## config.mk

```make
export PLATFORM = sky130hd
export DESIGN_NAME = alu_exec_unit
export DESIGN_NICKNAME = d
export VERILOG_FILES = /design/src/rtl/alu_pkg.sv /design/src/rtl/alu_iter_shifter.sv /design/src/rtl/alu_exec_unit.sv
export SDC_FILE = /design/constraint.sdc
export NUM_CORES = 1
export LEC_CHECK = 0
export CAP_MARGIN = 30
export CORE_ASPECT_RATIO = 1.4
export CORE_MARGIN = 5
export CORE_UTILIZATION = 53
export CTS_CLUSTER_DIAMETER = 80
export DETAILED_ROUTE_END_ITERATION = 10
export HOLD_SLACK_MARGIN = 0.05
export PLACE_DENSITY = 0.79
export SLEW_MARGIN = 20
export SYNTH_ARGS = -nofsm -noshare
export SYNTH_HDL_FRONTEND = slang
export SYNTH_SLANG_ARGS = --single-unit
```

## constraint.sdc

```tcl
create_clock -name clk -period 2.65 [get_ports clk]
set_input_delay 0.3975 -clock clk [delete_from_list [all_inputs] [get_ports clk]]
set_output_delay 0.3975 -clock clk [all_outputs]
set_load 0.02 [all_outputs]
```

## src/rtl/alu_pkg.sv

```systemverilog
// rtl/alu_pkg.sv - shared constants and types for the ALU execution unit
//
// Purpose : opcode encodings, default widths and FSM state type shared by
//           alu_exec_unit, alu_iter_shifter and the bench.
// Ports   : none (package).

package alu_pkg;

   localparam int XLEN_DEF = 32;
   localparam int SHW_DEF  = 5;

   localparam logic [3:0] OP_AND = 4'b0000;
   localparam logic [3:0] OP_OR  = 4'b0001;
   localparam logic [3:0] OP_ADD = 4'b0010;
   localparam logic [3:0] OP_SUB = 4'b0110;
   localparam logic [3:0] OP_SLT = 4'b0111;
   localparam logic [3:0] OP_XOR = 4'b1100;
   localparam logic [3:0] OP_SLL = 4'b1000;
   localparam logic [3:0] OP_SRL = 4'b1001;

   typedef enum logic [1:0] {
      ST_IDLE  = 2'd0,
      ST_SHIFT = 2'd1,
      ST_DONE  = 2'd2
   } alu_state_t;

endpackage

```

## src/rtl/alu_iter_shifter.sv

```systemverilog
// rtl/alu_iter_shifter.sv - one-bit-per-cycle logical shifter datapath
//
// Purpose : holds the shift accumulator, remaining count and direction.
//           A load captures operand, amount and direction; each step moves
//           the accumulator one bit (zero fill) and decrements the count
//           until it reaches zero.
// Ports   : clk, rst_n          clock, asynchronous active-low reset
//           i_load             capture i_data / i_shamt / i_dir_right
//           i_step             advance one bit if count is non-zero
//           i_dir_right        1 = logical right, 0 = left
//           i_data, i_shamt    operand and shift amount to load
//           o_acc              current accumulator value
//           o_empty            remaining count is zero

module alu_iter_shifter
   import alu_pkg::*;
#(
   parameter int XLEN = XLEN_DEF,
   parameter int SHW  = SHW_DEF
) (
   input  logic            clk,
   input  logic            rst_n,
   input  logic            i_load,
   input  logic            i_step,
   input  logic            i_dir_right,
   input  logic [XLEN-1:0] i_data,
   input  logic [SHW-1:0]  i_shamt,
   output logic [XLEN-1:0] o_acc,
   output logic            o_empty
);

   logic [XLEN-1:0] r_acc;
   logic [SHW-1:0]  r_cnt;
   logic            r_dir_right;

   always_ff @(posedge clk or negedge rst_n) begin
      if (!rst_n) begin
         r_acc       <= '0;
         r_cnt       <= '0;
         r_dir_right <= 1'b0;
      end else if (i_load) begin
         r_acc       <= i_data;
         r_cnt       <= i_shamt;
         r_dir_right <= i_dir_right;
      end else if (i_step && (r_cnt != '0)) begin
         r_acc <= r_dir_right ? (r_acc >> 1) : (r_acc << 1);
         r_cnt <= r_cnt - 1'b1;
      end
   end

   assign o_acc   = r_acc;
   assign o_empty = (r_cnt == '0);

endmodule

```

## src/rtl/alu_exec_unit.sv

```systemverilog
// rtl/alu_exec_unit.sv - multi-cycle ALU execution unit with iterative shifts
//
// Purpose : accepts one operation at a time. Logic/arithmetic ops finish in
//           one cycle; SLL/SRL iterate one bit per cycle in alu_iter_shifter.
//           All outputs come straight from registers.
// Ports   : clk, rst_n          clock, asynchronous active-low reset
//           Start              request, taken only in IDLE
//           ALUOperation       4-bit opcode
//           A, B               operands; B[SHW-1:0] is the shift amount
//           Busy               high from the cycle after acceptance to Done
//           Done               one-cycle completion pulse
//           Result, Zero       registered result and its zero flag (held)
//           IllegalOp          pulses with Done for an unsupported opcode

module alu_exec_unit
   import alu_pkg::*;
#(
   parameter int XLEN = XLEN_DEF,
   parameter int SHW  = SHW_DEF
) (
   input  logic            clk,
   input  logic            rst_n,
   input  logic            Start,
   input  logic [3:0]      ALUOperation,
   input  logic [XLEN-1:0] A,
   input  logic [XLEN-1:0] B,
   output logic            Busy,
   output logic            Done,
   output logic [XLEN-1:0] Result,
   output logic            Zero,
   output logic            IllegalOp
);

   alu_state_t      r_state;
   logic            r_busy;
   logic            r_done;
   logic [XLEN-1:0] r_result;
   logic            r_zero;
   logic            r_illegal;

   logic [XLEN-1:0] w_alu_result;
   logic            w_is_shift;
   logic            w_illegal;
   logic            w_load;
   logic            w_step;
   logic [XLEN-1:0] w_shift_acc;
   logic            w_shift_empty;

   always_comb begin
      w_alu_result = '0;
      w_is_shift   = 1'b0;
      w_illegal    = 1'b0;
      case (ALUOperation)
         OP_AND:         w_alu_result = A & B;
         OP_OR:          w_alu_result = A | B;
         OP_ADD:         w_alu_result = A + B;
         OP_SUB:         w_alu_result = A - B;
         OP_XOR:         w_alu_result = A ^ B;
         OP_SLT:         w_alu_result = {{(XLEN-1){1'b0}}, ($signed(A) < $signed(B))};
         OP_SLL, OP_SRL: w_is_shift   = 1'b1;
         default:        w_illegal    = 1'b1;
      endcase
   end

   // The shifter latches operands at acceptance, so later input changes
   // cannot disturb an operation in flight.
   assign w_load = (r_state == ST_IDLE) && Start && w_is_shift;
   assign w_step = (r_state == ST_SHIFT);

   alu_iter_shifter #(
      .XLEN (XLEN),
      .SHW  (SHW)
   ) u_shifter (
      .clk         (clk),
      .rst_n       (rst_n),
      .i_load      (w_load),
      .i_step      (w_step),
      .i_dir_right (ALUOperation == OP_SRL),
      .i_data      (A),
      .i_shamt     (B[SHW-1:0]),
      .o_acc       (w_shift_acc),
      .o_empty     (w_shift_empty)
   );

   // Done, Result, Zero and IllegalOp are loaded on the edge that enters
   // DONE, so they are all valid for the single DONE cycle.
   always_ff @(posedge clk or negedge rst_n) begin
      if (!rst_n) begin
         r_state   <= ST_IDLE;
         r_busy    <= 1'b0;
         r_done    <= 1'b0;
         r_result  <= '0;
         r_zero    <= 1'b1;
         r_illegal <= 1'b0;
      end else begin
         r_done    <= 1'b0;
         r_illegal <= 1'b0;
         case (r_state)
            ST_IDLE: begin
               if (Start) begin
                  r_busy <= 1'b1;
                  if (w_is_shift) begin
                     r_state <= ST_SHIFT;
                  end else begin
                     r_state   <= ST_DONE;
                     r_done    <= 1'b1;
                     r_result  <= w_alu_result;
                     r_zero    <= (w_alu_result == '0);
                     r_illegal <= w_illegal;
                  end
               end
            end
            ST_SHIFT: begin
               if (w_shift_empty) begin
                  r_state  <= ST_DONE;
                  r_done   <= 1'b1;
                  r_result <= w_shift_acc;
                  r_zero   <= (w_shift_acc == '0);
               end
            end
            ST_DONE: begin
               // Start seen here is dropped; the next request is taken in IDLE.
               r_state <= ST_IDLE;
               r_busy  <= 1'b0;
            end
            default: begin
               r_state <= ST_IDLE;
               r_busy  <= 1'b0;
            end
         endcase
      end
   end

   assign Busy      = r_busy;
   assign Done      = r_done;
   assign Result    = r_result;
   assign Zero      = r_zero;
   assign IllegalOp = r_illegal;

endmodule

```

==> results of run 1 <==
metrics by stage:
step	std cells	utilization
4_1_cts	2056	0.888
2_1_floorplan	1288	-
3_3_place_gp	1991	0.787
3_5_place_dp	1991	0.787
layer usage:
metal | overflow | track usage
met5 | 0 | 0.208
met3 | 0 | 0.578
met1 | 0 | 0.710
met4 | 11 | 0.729
met2 | 10 | 0.879
kinds of logic after synthesis:
| kind of cell | after synthesis |
|---|---|
| and+or+nand+nor | 423 |
| muxes | 43 |
| AOI/OAI and AO/OA | 442 |
| adders and majority gates | 112 |
| buffers and inverters | 192 |
| DFF | 76 |
synth_stat cells (9+ instances only):
cell / number / area (sq um)
nor3_1: 33 / 165
mux2i_1: 40 / 400
nand4_1: 16 / 100
o21ai_0: 82 / 410
ha_1: 110 / 1380
and2_1: 12 / 75.1
nor2_1: 113 / 424
inv_1: 107 / 402
nor2b_1: 15 / 93.8
a21o_1: 14 / 105
nand2b_1: 15 / 93.8
and3_1: 13 / 81.3
o21bai_1: 11 / 82.6
o221ai_1: 36 / 315
clkbuf_1: 72 / 270
nand3_1: 25 / 125
a21oi_1: 115 / 576
o31ai_1: 21 / 158
a31oi_1: 12 / 75.1
a211o_1: 9 / 78.8
nand2_1: 127 / 477
or3_1: 11 / 68.8
dfrtp_1: 75 / 1880
o211ai_1: 21 / 158
o22ai_1: 10 / 62.6
a211oi_1: 20 / 150
nor4_1: 19 / 119
o21a_1: 11 / 82.6
repair_timing:
item,4_1_cts
endpoints found under the setup margin,30
gates resized for setup,375
pin swaps,119
buffers inserted,63
==> results.json, run 1 <==
{
  "grt_max_degree": 77,
  "io_buffers": 106,
  "synthFlopType": "dfrtp_1",
  "ys_seq_area_frac": 0.200,
  "placed_area_sq_um": 14000,
  "grt.overflow.total": 21,
  "synth_enable_flop_cells": 0,
  "synthMuxAreaShare": 0.0457,
  "syn_area_sq_um": 9500,
  "outcome": "aborted with a tool error",
  "synth_top_family_by_area": "compound AO/OA/AOI/OAI gates",
  "dp_slack_ns": -1.94,
  "syn_inst": 1288,
  "synth_nets": 1471,
  "syn_area_per_cell_sq_um": 7.38,
  "cts_hold_buf": 0,
  "numCtsBuffers": 9,
  "synth.distinct_cells": 79,
  "initial_core_util": 0.535,
  "firstError": "[ERROR GRT-0232] Routing congestion too high. Check the congestion heatmap in the GUI.",
  "haltStage": "5_1_grt",
  "synth_warnings": 0,
  "synth_fa_ha_area_frac": 0.149,
  "synth_compound_area_frac": 0.316,
  "async_reset_ff_frac": 1.00,
  "worst_endpoint": "Zero$_DFFE_PN1P_/D",
  "yosys.area_share.simple": 0.212,
  "die_w_microns": 123,
  "grt_usage": 0.721,
  "ys_ff_latch": 76,
  "cts.path.max_buffers": 2,
  "dp_hpwl_mm": 34.4,
  "worstEpCategory": "register input",
  "cts_max_level": 3,
  "die_h_microns": 168,
  "yosys.area_share.xor_xnor": 0,
  "clock_sinks": 76,
  "place_congestion": 1.08,
  "row_count": 58,
  "cts-root-buf": "clkbuf_16",
  "io_pins": 107
}
==> run 2: changes to the inputs <==
Settings changed: CORE_ASPECT_RATIO 1.4 to default, CORE_UTILIZATION 53 to 40, CTS_CLUSTER_DIAMETER 80 to default, HOLD_SLACK_MARGIN 0.05 to default, PLACE_DENSITY 0.79 to default, PLACE_DENSITY_LB_ADDON from default to 0.15.
Clock period 2.65 ns to 3.45 ns, I/O delays scaled along.
==> run 2 against run 1 <==
Compared with the run above:
- the flow now finishes, with violations (negative setup slack)
- synthesized cell count stayed put
- synthesized area is the same
==> results.json, run 2 <==
{
  "outcome": "finished, violations left",
  "violations": "negative setup slack",
  "dr.pass1.iters": 5,
  "critPathMaxFanout": 5,
  "ir_drop_v": 0.000420,
  "yosys-top-cells-area": "dfrtp_1 20%, ha_1 14%, a21oi_1 6.1%",
  "initial_core_util": 0.406,
  "drive_gt1_frac": 0.382,
  "clock_sinks": 76,
  "fin_total_pwr_w": 0.00650,
  "crit_arrival_ns": 3.98,
  "async_reset_ff_frac": 1.00,
  "grt_util_met2": 0.483,
  "antenna_found_initial": 0,
  "use_met3": 0.0361,
  "grt_max_degree": 77,
  "setup-violations-final": 5,
  "syn_inst": 1288,
  "place_congestion": 0.967,
  "final_util": 0.664,
  "use_met1": 0.383,
  "intPower_w": 0.00374,
  "drtIter0Drc": 1050,
  "yosysTopAreaCell": "dfrtp_1",
  "ys_ff_latch": 76,
  "io_pins": 107,
  "synth_top_area_share": 0.197,
  "numCtsBuffers": 9,
  "clk_pin_slew_worst_paths_ns": 0.06,
  "fmax_mhz": 270,
  "skew_ns": 0.00401,
  "r2r-start": "u_shifter.r_cnt[0]",
  "synthFlopType": "dfrtp_1",
  "postLayoutSetupSlackWorst_ns": -0.253,
  "slew_viol_final": 0,
  "ys_seq_area_frac": 0.200,
  "fin_crit_sh": 1.07,
  "power_frac_comb": 0.574,
  "final_antenna_net_count": 0,
  "cts_max_level": 3,
  "whs_ns": 0.0742,
  "wl_per_cell_microns": 20.1,
  "power_density_nw_per_um2": 419,
  "swShare": 0.424,
  "syn_to_final_growth_pct": 63.4,
  "die_h_microns": 164,
  "core_sq_um": 23400,
  "cp-startpoint": "A[1]",
  "final_cell_mix": "424 x buf_4, 121 x nand2_1, 101 x nor2_1",
  "synth_nets": 1471,
  "yosys-top-cells-count": "127 x nand2_1, 115 x a21oi_1, 113 x nor2_1",
  "syn_area_per_cell_sq_um": 7.38,
  "grt_pass1_vias": 11644,
  "clkLatencyLatePin_ns": 0.33,
  "top_usage_layer": "met2",
  "grt_pass1_wl_mm": 63.3,
  "p_seq_frac": 0.271,
  "switching_power_w": 0.00276,
  "slew_headroom": 0.510,
  "grt.overflow.total": 0,
  "dr_total_vias": 12040,
  "layout.nets": 1948,
  "rsz0062_at_grt": "yes",
  "grt_usage": 0.298,
  "cp_top_family": "compound AO/OA/AOI/OAI gates",
  "clkPwrFrac": 0.155,
  "required_ns": 3.73,
  "p_leak_nw": 7.27,
  "final_common_cell": "buf_4",
  "yosysMostFrequentCell": "nand2_1",
  "slowest_stage": "fa_2",
  "syn_area_sq_um": 9500,
  "dieArea_sq_um": 26900,
  "synth_enable_flop_cells": 0,
  "worst_pin_slew_ns": 0.735,
  "critPathLaunchType": "primary input",
  "cts.path.max_buffers": 2,
  "end_kind": "flop",
  "drc_errors": 0,
  "slowest_delay_ns": 0.38,
  "cp.buffers_inverters": 5,
  "row_count": 56,
  "dp_hpwl_mm": 32.6,
  "cp_cell_sequence": "buf_8 > clkinvlp_4 > buf_6 > fa_2 > or2b_1 > a211oi_4 > buf_4 > o211ai_1 > and2_1 > a221o_1 > o22ai_2 > o211ai_1 > nor4_2 > buf_4 > nand4_1 > nor4_2 > a21o_1",
  "synth_warnings": 0,
  "die_w_microns": 164,
  "cts_tree": "yes",
  "io_buffers": 106,
  "hp-class": "primary input to async pin",
  "cts-root-buf": "clkbuf_16",
  "hold_viol": 0,
  "period_minus_slack_ns": 3.70,
  "routed_via_density": 5.76,
  "drv_cap": 0,
  "synth.distinct_cells": 79,
  "critPathKind": "primary input to flop",
  "routed_wirelength_mm": 41.9
}
[run 2: through the flow]
step	area, sq um	setup slack [ns]	std cells	TNS [ns]
4_1_cts	14800	-0.202	2072	-0.355
2_1_floorplan	9530	-0.0707	1288	-0.0707
5_1_grt	15500	-0.357	2088	-1.34
3_5_place_dp	13700	-1.33	2024	-21.08
6_report	15500	-0.253	2089	-0.561
3_3_place_gp	13700	-1.33	2023	-20.75
[run 2: cell type report]
class	count	area [sq um]
Antenna cell	1	2.50
Clock buffer	9	225
Clock inverter	6	88.8
Fill cell	2045	7870
Inverter	107	414
Multi-Input combinational cell	1020	7980
Sequential cell	76	1900
Tap cell	319	399
Timing Repair Buffer	551	4520
[run 2: cell families (layout without fill, tap and decap cells)]
kind of cell / count (synthesis) / count (layout) / synth area share
and+or+nand+nor: 423 / 423 / 0.212
adders and majority gates: 112 / 112 / 0.149
DFF: 76 / 76 / 0.200
AOI/OAI and AO/OA: 442 / 442 / 0.316
buffers and inverters: 192 / 673 / 0.0771
other: 0 / 1 / 0
muxes: 43 / 43 / 0.0457
[run 2: path summary, 6_finish.rpt]
path                       slack, ns                  end  cells after the start
setup / recovery               -0.25                 Zero                     17
hold / removal                  0.07  u_shifter.o_acc[27]                      1
setup reg to reg                0.20                 Zero                     15
hold reg to reg                 0.47           Result[12]                      1
max in group asynchronous       2.80            Result[7]                      2
min in group clk                0.47           Result[12]                      1
[run 2: metal layers]
metal | vias to the layer above | part of all wire
li1 | 5675 | -
met1 | 5719 | 0.41
met2 | 518 | 0.47
met3 | 128 | 0.062
met4 | 0 | 0.064
met5 | - | 0
[run 2: power groups by stage]
| stage | combinational (W) | clock, W | sequential [W] |
|---|---|---|---|
| 6_report | 0.00373 | 0.00101 | 0.00177 |
| 5_1_grt | 0.00401 | 0.00106 | 0.00182 |
| 4_1_cts | 0.00354 | 0.00102 | 0.00175 |
| 3_5_place_dp | 0.00335 | 0 | 0.00176 |
| 3_3_place_gp | 0.00331 | 0 | 0.00174 |
| 2_1_floorplan | 0.00161 | 0 | 0.00184 |
[run 2: timing repair]
| item | CTS | global route |
|---|---|---|
| gates resized for setup | 176 | 147 |
| setup buffers | 33 | 16 |
| setup endpoints to repair | 28 | 19 |
| pin swaps | 56 | 66 |
| hold buffers | 0 | 0 |
[run 2: worst reg2reg max path: stages (launching register included)]
cell and delay (ns):
dfrtp_1 0.40, inv_1 0.13, ha_1 0.17, nor4b_1 0.31, buf_4 0.18, a22oi_1 0.07, or2_2 0.29, inv_1 0.10
nand4_1 0.10, nor3_2 0.19, nand4_1 0.19, nor4_2 0.29, buf_4 0.15, nand4_1 0.13, nor4_2 0.33, a21o_1 0.16
Power figures use the tool's default switching activity.
